## src/rtl/fp_pkg.sv

```systemverilog
// fp_pkg: shared definitions for the FP result collector slice.
//   DATA_WIDTH       width of one IEEE-754 single-precision result word
//   DEPTH_DEFAULT    default number of results collected per run
//   TIMEOUT_DEFAULT  default idle-cycle limit that aborts a run
//   state_e          collector FSM state encoding
package fp_pkg;

  localparam int DATA_WIDTH      = 32;
  localparam int DEPTH_DEFAULT   = 18;
  localparam int TIMEOUT_DEFAULT = 64;

  typedef enum logic [1:0] {
    ST_IDLE    = 2'd0,
    ST_COLLECT = 2'd1,
    ST_DONE    = 2'd2
  } state_e;

endpackage

```

## src/rtl/fp_result_collector_if.sv

```systemverilog
// fp_result_collector_if: bus between a result producer/reader and the
// collector.
//   start     run start pulse                  (master -> slave)
//   valid_in  result strobe                    (master -> slave)
//   data_in   result word                      (master -> slave)
//   rd_en     readback request                 (master -> slave)
//   rd_addr   readback index                   (master -> slave)
//   rd_data   registered readback word         (slave -> master)
//   rd_valid  readback word valid              (slave -> master)
//   count     results stored in this run       (slave -> master)
//   busy      collecting                       (slave -> master)
//   done      run finished                     (slave -> master)
//   timeout   sticky, run ended by idle limit  (slave -> master)
//   overflow  sticky, result seen after done   (slave -> master)
interface fp_result_collector_if #(
  parameter int DATA_WIDTH = fp_pkg::DATA_WIDTH,
  parameter int DEPTH      = fp_pkg::DEPTH_DEFAULT
);

  localparam int ADDR_W = $clog2(DEPTH);

  logic                  start;
  logic                  valid_in;
  logic [DATA_WIDTH-1:0] data_in;
  logic                  rd_en;
  logic [ADDR_W-1:0]     rd_addr;
  logic [DATA_WIDTH-1:0] rd_data;
  logic                  rd_valid;
  logic [ADDR_W:0]       count;
  logic                  busy;
  logic                  done;
  logic                  timeout;
  logic                  overflow;

  modport master (
    output start, valid_in, data_in, rd_en, rd_addr,
    input  rd_data, rd_valid, count, busy, done, timeout, overflow
  );

  modport slave (
    input  start, valid_in, data_in, rd_en, rd_addr,
    output rd_data, rd_valid, count, busy, done, timeout, overflow
  );

endinterface

```

## src/rtl/fp_result_ram.sv

```systemverilog
// fp_result_ram: DEPTH x DATA_WIDTH simple dual-port storage with a
// registered synchronous read port.
//   clk     rising-edge clock
//   resetn  synchronous active-low reset (read register only)
//   we      write enable
//   waddr   write index, always < DEPTH when we=1
//   wdata   write word
//   re      read enable; rdata holds while re=0
//   raddr   read index; indices >= DEPTH read as zero
//   rdata   registered read word
// A read and write of the same entry in one cycle returns the old word.
module fp_result_ram #(
  parameter int DATA_WIDTH = fp_pkg::DATA_WIDTH,
  parameter int DEPTH      = fp_pkg::DEPTH_DEFAULT,
  localparam int ADDR_W    = $clog2(DEPTH)
) (
  input  logic                  clk,
  input  logic                  resetn,
  input  logic                  we,
  input  logic [ADDR_W-1:0]     waddr,
  input  logic [DATA_WIDTH-1:0] wdata,
  input  logic                  re,
  input  logic [ADDR_W-1:0]     raddr,
  output logic [DATA_WIDTH-1:0] rdata
);

  localparam logic [ADDR_W:0] DEPTH_LIM = (ADDR_W+1)'(DEPTH);

  logic [DATA_WIDTH-1:0] mem [DEPTH];
  logic [DATA_WIDTH-1:0] rdata_r;
  logic                  raddr_ok;

  assign raddr_ok = ({1'b0, raddr} < DEPTH_LIM);
  assign rdata    = rdata_r;

  // Storage write port; contents are deliberately left unreset.
  always_ff @(posedge clk) begin
    if (we) begin
      mem[waddr] <= wdata;
    end
  end

  // Read register: loads only on re, out-of-range indices read as zero.
  always_ff @(posedge clk) begin
    if (!resetn) begin
      rdata_r <= '0;
    end else if (re) begin
      if (raddr_ok) begin
        rdata_r <= mem[raddr];
      end else begin
        rdata_r <= '0;
      end
    end
  end

endmodule

```

## src/rtl/fp_result_collector.sv

```systemverilog
// fp_result_collector: captures DEPTH result words from an FP unit into
// local storage, ends a run on a full buffer or on an idle timeout, and
// offers registered readback in every state.
//   clk     rising-edge clock
//   resetn  synchronous active-low reset
//   bus     fp_result_collector_if slave modport (start, valid_in, data_in,
//           rd_en, rd_addr in; rd_data, rd_valid, count, busy, done,
//           timeout, overflow out)
// The producer is never stalled; there is no ready signal.
module fp_result_collector #(
  parameter int DATA_WIDTH = fp_pkg::DATA_WIDTH,
  parameter int DEPTH      = fp_pkg::DEPTH_DEFAULT,
  parameter int TIMEOUT    = fp_pkg::TIMEOUT_DEFAULT
) (
  input  logic                 clk,
  input  logic                 resetn,
  fp_result_collector_if.slave bus
);

  import fp_pkg::*;

  localparam int ADDR_W = $clog2(DEPTH);
  localparam int CNT_W  = ADDR_W + 1;
  // One extra value of headroom so the increment on the timeout cycle
  // cannot wrap.
  localparam int GAP_W  = $clog2(TIMEOUT + 1);

  localparam logic [CNT_W-1:0] LAST_IDX  = CNT_W'(DEPTH - 1);
  localparam logic [GAP_W-1:0] GAP_LIMIT = GAP_W'(TIMEOUT - 1);

  state_e                state_r;
  state_e                state_nx;
  logic [CNT_W-1:0]      count_r;
  logic [CNT_W-1:0]      count_nx;
  logic [GAP_W-1:0]      gap_r;
  logic [GAP_W-1:0]      gap_nx;
  logic                  timeout_r;
  logic                  timeout_nx;
  logic                  overflow_r;
  logic                  overflow_nx;
  logic                  busy_r;
  logic                  done_r;
  logic                  rd_valid_r;
  logic                  wr_en;
  logic [DATA_WIDTH-1:0] ram_rdata;

  // Next-state and datapath decisions; start overrides every state and
  // drops any result arriving in the same cycle.
  always_comb begin
    state_nx    = state_r;
    count_nx    = count_r;
    gap_nx      = gap_r;
    timeout_nx  = timeout_r;
    overflow_nx = overflow_r;
    wr_en       = 1'b0;

    if (bus.start) begin
      state_nx    = ST_COLLECT;
      count_nx    = '0;
      gap_nx      = '0;
      timeout_nx  = 1'b0;
      overflow_nx = 1'b0;
    end else begin
      case (state_r)
        ST_IDLE: begin
          state_nx = ST_IDLE;
        end
        ST_COLLECT: begin
          if (bus.valid_in) begin
            // A storing cycle never times out, so the full-buffer exit
            // always wins a tie with the idle limit.
            wr_en    = 1'b1;
            count_nx = count_r + CNT_W'(1);
            gap_nx   = '0;
            if (count_r == LAST_IDX) begin
              state_nx = ST_DONE;
            end else begin
              state_nx = ST_COLLECT;
            end
          end else if (gap_r == GAP_LIMIT) begin
            state_nx   = ST_DONE;
            timeout_nx = 1'b1;
            gap_nx     = gap_r + GAP_W'(1);
          end else begin
            state_nx = ST_COLLECT;
            gap_nx   = gap_r + GAP_W'(1);
          end
        end
        ST_DONE: begin
          if (bus.valid_in) begin
            overflow_nx = 1'b1;
          end else begin
            overflow_nx = overflow_r;
          end
        end
        default: begin
          state_nx = ST_IDLE;
        end
      endcase
    end
  end

  // State, counters, sticky flags and registered status outputs.
  always_ff @(posedge clk) begin
    if (!resetn) begin
      state_r    <= ST_IDLE;
      count_r    <= '0;
      gap_r      <= '0;
      timeout_r  <= 1'b0;
      overflow_r <= 1'b0;
      busy_r     <= 1'b0;
      done_r     <= 1'b0;
      rd_valid_r <= 1'b0;
    end else begin
      state_r    <= state_nx;
      count_r    <= count_nx;
      gap_r      <= gap_nx;
      timeout_r  <= timeout_nx;
      overflow_r <= overflow_nx;
      busy_r     <= (state_nx == ST_COLLECT);
      done_r     <= (state_nx == ST_DONE);
      rd_valid_r <= bus.rd_en;
    end
  end

  // Writes are gated by reset so an abandoned run stores nothing more.
  fp_result_ram #(
    .DATA_WIDTH (DATA_WIDTH),
    .DEPTH      (DEPTH)
  ) u_ram (
    .clk    (clk),
    .resetn (resetn),
    .we     (wr_en & resetn),
    .waddr  (count_r[ADDR_W-1:0]),
    .wdata  (bus.data_in),
    .re     (bus.rd_en),
    .raddr  (bus.rd_addr),
    .rdata  (ram_rdata)
  );

  assign bus.rd_data  = ram_rdata;
  assign bus.rd_valid = rd_valid_r;
  assign bus.count    = count_r;
  assign bus.busy     = busy_r;
  assign bus.done     = done_r;
  assign bus.timeout  = timeout_r;
  assign bus.overflow = overflow_r;

endmodule

```

## src/flat_wrapper.sv

```systemverilog
// flat-port wrapper written by rule: the top's interface ports become plain ports
module fp_result_collector_flat import fp_pkg::*;
#(
  parameter int DATA_WIDTH = fp_pkg::DATA_WIDTH,
  parameter int DEPTH      = fp_pkg::DEPTH_DEFAULT,
  parameter int TIMEOUT    = fp_pkg::TIMEOUT_DEFAULT
)
  (clk, resetn, bus_start, bus_valid_in, bus_data_in, bus_rd_en, bus_rd_addr, bus_rd_data, bus_rd_valid, bus_count, bus_busy, bus_done, bus_timeout, bus_overflow);
  fp_result_collector_if #(.DATA_WIDTH(DATA_WIDTH), .DEPTH(DEPTH)) bus_i ();
  input  logic clk;
  input  logic resetn;
  input wire logic [$bits(bus_i.start)-1:0] bus_start;
  input wire logic [$bits(bus_i.valid_in)-1:0] bus_valid_in;
  input wire logic [$bits(bus_i.data_in)-1:0] bus_data_in;
  input wire logic [$bits(bus_i.rd_en)-1:0] bus_rd_en;
  input wire logic [$bits(bus_i.rd_addr)-1:0] bus_rd_addr;
  output wire logic [$bits(bus_i.rd_data)-1:0] bus_rd_data;
  output wire logic [$bits(bus_i.rd_valid)-1:0] bus_rd_valid;
  output wire logic [$bits(bus_i.count)-1:0] bus_count;
  output wire logic [$bits(bus_i.busy)-1:0] bus_busy;
  output wire logic [$bits(bus_i.done)-1:0] bus_done;
  output wire logic [$bits(bus_i.timeout)-1:0] bus_timeout;
  output wire logic [$bits(bus_i.overflow)-1:0] bus_overflow;
  assign bus_i.start = bus_start;
  assign bus_i.valid_in = bus_valid_in;
  assign bus_i.data_in = bus_data_in;
  assign bus_i.rd_en = bus_rd_en;
  assign bus_i.rd_addr = bus_rd_addr;
  assign bus_rd_data = bus_i.rd_data;
  assign bus_rd_valid = bus_i.rd_valid;
  assign bus_count = bus_i.count;
  assign bus_busy = bus_i.busy;
  assign bus_done = bus_i.done;
  assign bus_timeout = bus_i.timeout;
  assign bus_overflow = bus_i.overflow;
  fp_result_collector #(.DATA_WIDTH(DATA_WIDTH), .DEPTH(DEPTH), .TIMEOUT(TIMEOUT)) u_core (.clk(clk), .resetn(resetn), .bus(bus_i));
endmodule
```

## config.mk

```make
export PLATFORM = sky130hd
export DESIGN_NAME = fp_result_collector_flat
export DESIGN_NICKNAME = d
export VERILOG_FILES = /design/src/rtl/fp_pkg.sv /design/src/rtl/fp_result_collector_if.sv /design/src/rtl/fp_result_ram.sv /design/src/rtl/fp_result_collector.sv /design/src/flat_wrapper.sv
export SDC_FILE = /design/constraint.sdc
export NUM_CORES = 1
export LEC_CHECK = 0
export ABC_AREA = 1
export CORE_MARGIN = 1.5
export CORE_UTILIZATION = 64
export DETAILED_ROUTE_END_ITERATION = 10
export DONT_BUFFER_PORTS = 1
export PLACE_DENSITY = 0.78
export SYNTH_ARGS = -nofsm -noshare
export SYNTH_HDL_FRONTEND = slang
export SYNTH_HIERARCHICAL = 1
export SYNTH_SLANG_ARGS = --single-unit
```

## constraint.sdc

```tcl
create_clock -name clk -period 7.2 [get_ports clk]
set_clock_uncertainty 0.2 [all_clocks]
set_input_delay 2.16 -clock clk [delete_from_list [all_inputs] [get_ports clk]]
set_output_delay 2.16 -clock clk [all_outputs]
set_load 0.05 [all_outputs]
```

# After elaboration in Yosys (flattened, before gate mapping)
# Memories as Yosys holds them, arrays and structs flattened.
# Cells that the tools add are included.
# W data, S select, Z words.
[classes]
n_addsub = 2
eq_ne = 6
order_cmp = 1
mux = 12
n_reduce_logical = 4
bitwise = 3
[op_table]
columns = ["cell", "n"]
rows = [
  ["$mux W32", 1],
  ["$mux W2", 4],
  ["$add A7 B1 Y7 const B", 1],
  ["$eq A7 B6 Y1 const B", 1],
  ["$mux W7", 1],
  ["$add A6 B1 Y6 const B", 1],
  ["$eq A6 B5 Y1 const B", 1],
  ["$lt A5 B5 Y1 const B", 1],
  ["$mux W1", 5],
  ["$eq A2 B1 Y1 const B", 2],
  ["$eq A2 B2 Y1 const B", 2],
  ["$pmux W2 S2", 1],
  ["$reduce_and A2 Y1", 2],
  ["$reduce_and A3 Y1", 1],
  ["$not A1 Y1", 2],
  ["$reduce_or A2 Y1", 1],
  ["$and A1 B1 Y1", 1],
]
[totals]
ramBits = 576
input_bits = 42
regBits = 52
output_inout_bits = 43
n_memories = 1
[memory_table]
columns = ["name", "words", "word_bits", "read_ports", "rd_ports_with_merged_regs", "wr", "line_no", "text"]
rows = [
  ["u_core.u_ram.mem", 18, 32, 1, 0, 1, "fp_result_ram.sv:29", "logic [DATA_WIDTH-1:0] mem [DEPTH];"],
]

# Depth between registers and ports, before layout
# Gate-level depths: netlist of run 1.
[depth]
ltp_word = 6
depth_mapped = 15
mapped_depth_nobuf = 12

# Cells and area by module
# The synthesis of run 1 kept the hierarchy.
[modules_own_cells]
columns = ["module", "area_per_inst_um2", "seq_area_each_um2", "instances", "cells_per_inst"]
rows = [
  ["fp_result_ram", 25734.7, 17937.2, 1, 2508],
  ["fp_result_collector", 907.1, 400.4, 1, 125],
]

# Least setup slack after synthesis of run 1
# Ideal clock, no wire load.
[synth_path]
path_kind = "input port to flip-flop"
startpoint = "input port resetn"
endpoint = "memory u_core.u_ram.mem[13][0], enable pin"
slack_ns = 2.273
cell_stages = 6
setup_time_ns = 0.421
t_arrival_ns = 4.305
required_time_ns = 6.579
path_cell_list = "inv_1 > nor2_4 > inv_1 > nor2_1 > nand3_1 > nor2_1"
[synth_via]
elab_chain_len = 3
[synth_rtl]
columns = ["element", "line_no", "text"]
rows = [
  ["from (decl)", "flat_wrapper.sv:11", "input logic resetn;"],
  ["$and A1 B1 Y1", "fp_result_collector.sv:133", ".we (wr_en & resetn),"],
  ["$mux W1", "fp_result_ram.sv:38", "if (we) begin"],
  ["$mux W1 (not written as such)", "fp_result_ram.sv:39", "mem[waddr] <= wdata;"],
  ["to (decl)", "fp_result_ram.sv:29", ""],
]
# Every way passes these cells.

# Worst setup path in the final report of run 1
[layout_path]
startpoint = "input port bus_rd_addr[2]"
endpoint = "register u_core.u_ram.rdata_r[31] (netlist: u_core/u_ram/rdata[31])"
[layout_via]
elab_chain_len = 2
elab_cells_between_ends = 3
[layout_rtl]
columns = ["element", "line_no", "text"]
rows = [
  ["from (decl)", "flat_wrapper.sv:16", "input wire logic [$bits(bus_i.rd_addr)-1:0] bus_rd_addr;"],
  ["$mem_v2 Z18 W32 or $lt A5 B5 Y1 (tied branches)", "-", ""],
  ["$mux W32 (*)", "fp_result_ram.sv:48", "if (raddr_ok) begin"],
  ["to (signal assigned)", "fp_result_ram.sv:49", "rdata_r <= mem[raddr];"],
  ["to (decl)", "fp_result_ram.sv:30", "logic [DATA_WIDTH-1:0] rdata_r;"],
]
# Every way passes the cells marked *; elsewhere a longest branch is shown, timed or not.
# A chain may end at the register's enable or synchronous reset.

==> impl_metrics.ini, run 1 <==
[status]
outcome = finished clean

[logic_synthesis]
yosys_warnings = 6
synthesis.area_um2 = 26600
syn_avg_cell_area_um2 = 10.1
synth_top_area_cell = edfxtp_1
yosysSeqAreaShare_pct = 68.8
synthCells = 2633
synth_area_leaders = edfxtp_1 65%, nand2_1 13%, inv_1 6.0%
synth_fp_nets = 2680
synth_top_area_share_pct = 64.9
synth_cell_types = 25
yosys_register_bits = 628

[cells_and_area]
stdcell_count = 3165
syn_to_final_growth_pct = 8.49
antenna_cells = 0
final_common_cell = nand2_1
final_nets = 2630
mostFrequentLayoutCells = 936 x nand2_1, 576 x edfxtp_1, 422 x inv_1
layout-drive-gt1-share_pct = 5.17

[global_route]
grt_pass1_vias = 17469
grt_first_pass_wirelength_um = 94700
antenna_found_initial = 0
grt_max_degree = 290
grt_use_total_pct = 28.6
overflow = 0

[power_and_ir_drop]
swShare_pct = 21.1
ir_worst_vdd_v = 0.000246
combPwrFrac_pct = 3.8
pwr-share-seq_pct = 53.9
p_per_area_nw_per_um2 = 260
p_int_mw = 5.93
power_switching_mw = 1.58
leakage_nw = 12.1
pwr-share-clk_pct = 42.3

[floorplan]
core-area_um2 = 40900
ios = 85
start_util_pct = 65.1
rows = 74
die_x_um = 207
die_y_um = 207
die-area_um2 = 42900

[clock_network]
cts_tree = yes
cts_resized = 0
clk_latency_ns = 0.61
hold_buffers = 0
numCtsBuffers = 60
post_cts_buffers = 0
cts_root_buf = clkbuf_16
clk_pin_slew_ns = 0.06
clockBufferDepth = 3
clock_sinks = 628
htree_levels = 2

[timing]
period_share_pct = 64.3
final-setup-viol-count = 0
period_needed_ns = 4.63
tightest_slew_ns = 1.31
hold_viol_final = 0
tns_ns = 0
rsz0062_at_grt = no
max-slew-margin-rel_pct = 12.5
hold_slack_ns = 0.290
slew_violations = 0
fmax_mhz = 216

[place]
portBuffers = 0
gp_congestion = 0.854
dp.final_hpwl_um = 33000
place_inst = 3053

[setup_path]
arrival_ns = 4.96
cp_slowest_cell = nor2_4
worst-path-buf-inv = 1
worstSetupPathType = in2reg
crit_fanout = 34
critPathMostFrequentCell = nor2_4
required_ns = 7.53
startpoint_type = input port
critical-path-top-delay-family = simple AND/OR/NAND/NOR gates
slowest_delay_ns = 0.90
endpoint_kind = flip-flop
path_cells = inv_2, nand2_2, nor2_4, nor2_1, nor2_4, nand2_1, a21oi_1

[flow_run]
drv_cap = 0

[min_path]
hp-class = reg2reg

[routing]
wire_per_inst_um = 19.2
drcViolationCount = 0
viasPerCell = 5.61
routed-via-count = 17767
postRouteAntennaNets = 0
drt_iter0_drc = 2064
wl_um = 60800
first_pass_iters = 6
## layer usage
metal / vias to the layer above / track usage, % / part of all wire [%]
met5: - / 0 / 0
met4: 0 / 13.5 / 4.1
met3: 147 / 3.90 / 7.9
met2: 803 / 47.5 / 49
met1: 8479 / 37.5 / 39
li1: 8338 / - / -
## cell families after synthesis
logic type | synth area share, %
AOI/OAI and AO/OA | 1.90
adders and majority gates | 0.235
buffers and inverters | 8.38
DFF | 68.8
and+or+nand+nor | 20.6
## worst min-delay path: stages, from the launching register on
cell and delay [ns]:
dfxtp_1 0.31, nand3_1 0.08, a21oi_1 0.05
## final cells by class
cell class	count	area [µm²]
multi-input combinational	1458	6220
inverter	426	1610
clock buffer	79	1670
fill	2769	12000
tap	532	666
clock inverter	33	332
sequential	628	18300
timing repair buffer	9	67.6
## cell usage after synthesis (all sizes together)
library cell,count
dfxtp,52
nand2,937
or3,1
o21ai,36
inv,426
buf,93
edfxtp,576
nor3,3
nor2,104
a21oi,64
clkbuf,28
nand3,304
nor4,1
ha,5
o22ai,1
nor3b,2
## through the flow
stage / util, % / area, µm² / worst slack [ns] / power (mW)
6_report: 70.6 / 28900 / 2.57 / 7.52
5_1_grt: 70.6 / 28900 / 2.50 / 7.70
3_3_place_gp: 65.7 / 26900 / 2.18 / 4.40
4_1_cts: 70.6 / 28900 / 2.70 / 7.54
2_1_floorplan: - / 26600 / 2.27 / 4.37
3_5_place_dp: 65.7 / 26900 / 2.08 / 4.41
## flip-flops by register name, indices dropped and copies added, names as in the netlist
name and count:
u_core/bus.done 1, u_core/u_ram/rdata 32, u_core/bus.rd_valid 1, u_core/u_ram/mem 576
u_core/bus.overflow 1, u_core/bus.count 6, u_core/gap_r 7, u_core/bus.busy 1
u_core/state_r 2, u_core/bus.timeout 1
## final timing paths
kind | from | to | slack (ns) | cells past startpoint
setup / recovery | bus_rd_addr[2] | u_core/u_ram/rdata[31] | 2.57 | 7
hold / removal | u_core/gap_r[6] | u_core/gap_r[6] | 0.29 | 2
setup reg to reg | u_core/state_r[0] | u_core/u_ram/mem[17][10] | 3.64 | 5
hold reg to reg | u_core/gap_r[6] | u_core/gap_r[6] | 0.29 | 2
## power by group through the flow
stage | clock [mW] | sequential (mW) | combinational [mW]
finish | 3.18 | 4.05 | 0.288
detailed placement | 0 | 4.13 | 0.280
floorplan | 0 | 4.12 | 0.249
global placement | 0 | 4.13 | 0.272
global route | 3.33 | 4.05 | 0.320
CTS | 3.20 | 4.05 | 0.284
Note: power is estimated with default switching activity, not from simulation.
==> run 2: changes to the inputs <==
--- a/config.mk
+++ b/config.mk
@@ -7,10 +7,10 @@
 export LEC_CHECK = 0
 export ABC_AREA = 1
 export CORE_MARGIN = 1.5
-export CORE_UTILIZATION = 64
+export CORE_UTILIZATION = 63
 export DETAILED_ROUTE_END_ITERATION = 10
 export DONT_BUFFER_PORTS = 1
-export PLACE_DENSITY = 0.78
+export PLACE_DENSITY = 0.77
 export SYNTH_ARGS = -nofsm -noshare
 export SYNTH_HDL_FRONTEND = slang
 export SYNTH_HIERARCHICAL = 1
==> constraint.sdc (replaced) <==
create_clock -name clk -period 4.7 [get_ports clk]
set_clock_uncertainty 0.2 [all_clocks]
set_input_delay 1.41 -clock clk [delete_from_list [all_inputs] [get_ports clk]]
set_output_delay 1.41 -clock clk [all_outputs]
set_load 0.05 [all_outputs]
==> run 2 against run 1 <==
  * Die area increased by 1.6%
  * First-iteration DRC count rose by 11%
  * Largest cell class unchanged
  * Critical path type unchanged
  * Clock power is 59% higher
  * Final cell count grew 1.2%
  * Power grew 56%
  * Via count rose by 1.3%
  * Sequential cell count unchanged
  * Core utilization shrank 0.47 points
  * Largest power group unchanged
  * Clock-buffer cell count is 1 higher
  * Worst setup slack lost 1.5 ns
  * Critical path depth up 5
  * Global-route usage increased by 1.4 points
==> impl_metrics.ini, run 2 (synthesis gave the netlist of run 1 again) <==
[cells_and_area]
n_fill_cell = 2917
final_nets = 2657
layout-drive-gt1-share_pct = 6.05
mostFrequentLayoutCells = 936 x nand2_1, 576 x edfxtp_1, 422 x inv_1
largest_reg_flops = 576
finalCoreUtilization_pct = 70.2
syn_to_final_growth_pct = 10.2
final_common_cell = nand2_1
regMostFlops = u_core/u_ram/mem

[setup_path]
worst-path-buf-inv = 3
arrival_ns = 3.87
worstSetupPathType = in2reg
startpoint_type = input port
cp_slowest_cell = inv_8
endpoint_kind = flip-flop
path_cells = inv_8, buf_12, buf_4, nand2_1, nand3_1, nand3_1, nand3_1, nand2_1, nand2_1, nand2_1, nand2_1, a21oi_1
crit_fanout = 289
critical-path-top-delay-family = buffers and inverters
critPathMostFrequentCell = nand2_1
slowest_delay_ns = 0.59
required_ns = 4.96

[global_route]
grt_first_pass_wirelength_um = 98100
grt_pass1_vias = 17386
grt_max_degree = 290
grt_use_total_pct = 30.0
antenna_found_initial = 0
overflow = 0

[floorplan]
core-area_um2 = 41900
ios = 85
rows = 75
die-area_um2 = 43500
die_y_um = 209
start_util_pct = 63.7
die_x_um = 209

[clock_network]
cts_root_buf = clkbuf_16
hold_buffers = 0
post_cts_buffers = 0
htree_levels = 2
cts_tree = yes
cts_resized = 0
clock_sinks = 628
numCtsBuffers = 61
clk_latency_ns = 0.64
clk_pin_slew_ns = 0.06
clockBufferDepth = 3

[place]
portBuffers = 0
gp_congestion = 0.867
dp.final_hpwl_um = 36900

[timing]
slew_violations = 0
tns_ns = 0
rsz0062_at_grt = no
hold_viol_final = 0
period_needed_ns = 3.62
final-setup-viol-count = 0
tightest_slew_ns = 1.24
fmax_mhz = 277
period_share_pct = 76.9
max-slew-margin-rel_pct = 17.0

[routing]
first_pass_iters = 8
postRouteAntennaNets = 0
met3WireLength_um = 6710
wire_per_inst_um = 19.9
drcViolationCount = 0
wl_um = 63800
routed.top_layer = met4
drt_iter0_drc = 2297
routed-via-count = 18004
viasPerCell = 5.62
met2WireLength_um = 30300
wl_met1_um = 25100

[power_and_ir_drop]
p_per_area_nw_per_um2 = 400
ir_worst_vdd_v = 0.000389
power_mw = 11.7
leakage_nw = 12.3

[status]
outcome = finished clean

[min_path]
hp-class = reg2reg

[flow_run]
drv_cap = 0
-- run 2: cell types whose count changed in the layout (fill, tap and decap cells not counted), sizes merged --
cell	before	now
inv	425	426
diode	0	1
clkbuf	79	80
clkinv	27	28
bufinv	6	7
buf	9	35
-- run 2: tightest hold or removal path: stages (launching register included) --
cell,delay (ns)
dfxtp_1,0.31
nand3_1,0.07
a21oi_1,0.05
-- run 2: per-layer routing --
metal	track usage [%]	vias up
met5	0	-
li1	-	8399
met4	9.05	0
met1	41.3	8500
met2	48.9	974
met3	6.03	131
-- run 2: area by class of cell --
class | instances | area [µm²] | area share, %
Inverter | 426 | 1610 | 5.48
Tap cell | 539 | 674 | 2.30
Sequential cell | 628 | 18300 | 62.5
Clock buffer | 80 | 1730 | 5.91
Timing Repair Buffer | 35 | 425 | 1.45
Antenna cell | 1 | 2.50 | 0.00852
Clock inverter | 36 | 363 | 1.24
Multi-Input combinational cell | 1458 | 6220 | 21.2
-- run 2: worst paths after layout --
| path | from | end | slack (ns) | cells after the start |
|---|---|---|---|---|
| min | u_core/gap_r[6] | u_core/gap_r[6] | 0.28 | 2 |
| min reg2reg | u_core/gap_r[6] | u_core/gap_r[6] | 0.28 | 2 |
| max reg2reg | u_core/state_r[0] | u_core/u_ram/mem[17][26] | 1.35 | 6 |
| max | bus_rd_addr[0] | u_core/u_ram/rdata[25] | 1.08 | 12 |
-- run 2: power by group --
group	switching (mW)	internal (mW)	total, mW
registers	0.0866	6.12	6.21
clock network	2.09	2.98	5.07
logic	0.325	0.148	0.473
total	2.50	9.24	11.7
-- run 2: stage by stage --
step / std cells / cell area (µm²) / worst slack [ns] / hold slack, ns
finish: 3203 / 29400 / 1.08 / 0.284
CTS: 3202 / 29400 / 1.22 / 0.290
global placement: 3086 / 27300 / 0.655 / 0.272
floorplan: 2633 / 26600 / 0.523 / 0.257
global route: 3202 / 29400 / 1.09 / 0.321
detailed placement: 3086 / 27300 / 0.585 / 0.282
==> edit, RTL diff (config.mk and constraints of run 2) <==
Change the package constant `TIMEOUT_DEFAULT` from 64 to 32.
--- a/src/rtl/fp_pkg.sv
+++ b/src/rtl/fp_pkg.sv
@@ -7,7 +7,7 @@
 
   localparam int DATA_WIDTH      = 32;
   localparam int DEPTH_DEFAULT   = 18;
-  localparam int TIMEOUT_DEFAULT = 64;
+  localparam int TIMEOUT_DEFAULT = 32;
 
   typedef enum logic [1:0] {
     ST_IDLE    = 2'd0,
Function: no difference found for any inputs over 4 cycles, from zero or initial values and one cycle with resetn low; that may be too few to reach the edited logic, so the function may still have changed.
==> edit against run 2 <==
Global-route usage decreased by 0.44 points; highest routed layer unchanged; sequential cell count decreased by 1; power is 0.44% lower; combinational power fell by 8.0%; worst setup slack improved by 0.035 ns; design area is essentially flat; cell count fell by 0.12%; sequential share of layout area is 0.12 points lower; routed wire length fell by 1.4%; synthesized area grew 0.16%.
==> edit: results (changes against run 2) <==
Yosys
  • Syn Nets: 2,679 (-0.037%)
  • Distinct cells, synth: 27 (+8.0%)
  • Top post-synthesis cells by area: edfxtp_1, nand2_1, inv_1
  • Seq/Total Area, Yosys: 68.6% (-0.19 points)

GRT
  • All-Layer GR Usage: 29.5% (-0.44 points)
  • First-pass GRT wire length: 98,600 um (+0.49%)
  • Vias in the first global route: 18,100 (+3.9%)

STA
  • Slew margin rel.: 37.0% (+20 points)
  • Fin Hold WS: 0.256 ns (-0.0285 ns)

Pwr
  • Sw Ratio: 21.0% (-0.29 points)
  • Peak supply drop: 339 uV (-13%)
  • Pwr Total: 0.0117 W (-0.44%)

Detailed routing
  • Vias per cell: 5.66 (+0.61%)
  • Metal2 WL: 31,200 um (+3.2%)

Critical path
  • Largest stage delay, worst path: 0.71 ns (+0.12 ns)
  • FF-to-FF setup slack: 1.58 ns (+0.23 ns)
  • CP endpoint: u_core/u_ram/rdata[1]$_SDFFE_PN0P_

Placement
  • Global placement routability congestion: 0.853 (-1.7%)
  • Worst slack at placement: 0.723 ns (+0.138 ns)

Hold path
  • Hold EP: u_core/gap_r[5]$_SDFFE_PP0N_
  • Worst Hold Launch: u_core/gap_r[5]$_SDFFE_PP0N_

Clock network
  • Num CTS Buffers: 60 (-1.6%)

Outcome
  • Outcome: finished, final reports clean

Cells and area
  • Final-layout fill cell count: 2,875 (-1.4%)
  • Non-clock buffer area fraction after layout: 1.39% (-0.061 points)
  • #MultiIn Comb: 1,456 (-0.14%)
  • Post-route cell area: 29,400 um^2 (about the same)
==> edit: cell families after synthesis <==
group / synth area share (%)
AO/OA/AOI/OAI: 1.84
adder cells (fa/ha/maj): 0.234
flip-flops: 68.6
AND/OR/NAND/NOR: 20.9
buffers and inverters: 8.42
==> edit: routing by layer <==
metal,GRT usage [%],vias up
met2,49.6,917
li1,-,8367
met4,10.4,0
met3,5.11,134
met1,39.2,8673
met5,0,-
==> edit: power by group through the flow <==
stage / combinational [W] / clock, W / sequential [W]
3_5_place_dp: 0.000423 / 0 / 0.00628
6_report: 0.000435 / 0.00510 / 0.00616
2_1_floorplan: 0.000372 / 0 / 0.00628
5_1_grt: 0.000484 / 0.00533 / 0.00616
3_3_place_gp: 0.000412 / 0 / 0.00628
4_1_cts: 0.000428 / 0.00513 / 0.00616
==> edit: worst register-to-register path, cell delays in order, from the launching register on <==
cell	delay [ns]
dfxtp_1	0.35
ha_1	0.33
nand2_2	0.15
nor2_2	0.31
nand3_1	0.46
nor2_4	0.60
buf_4	0.38
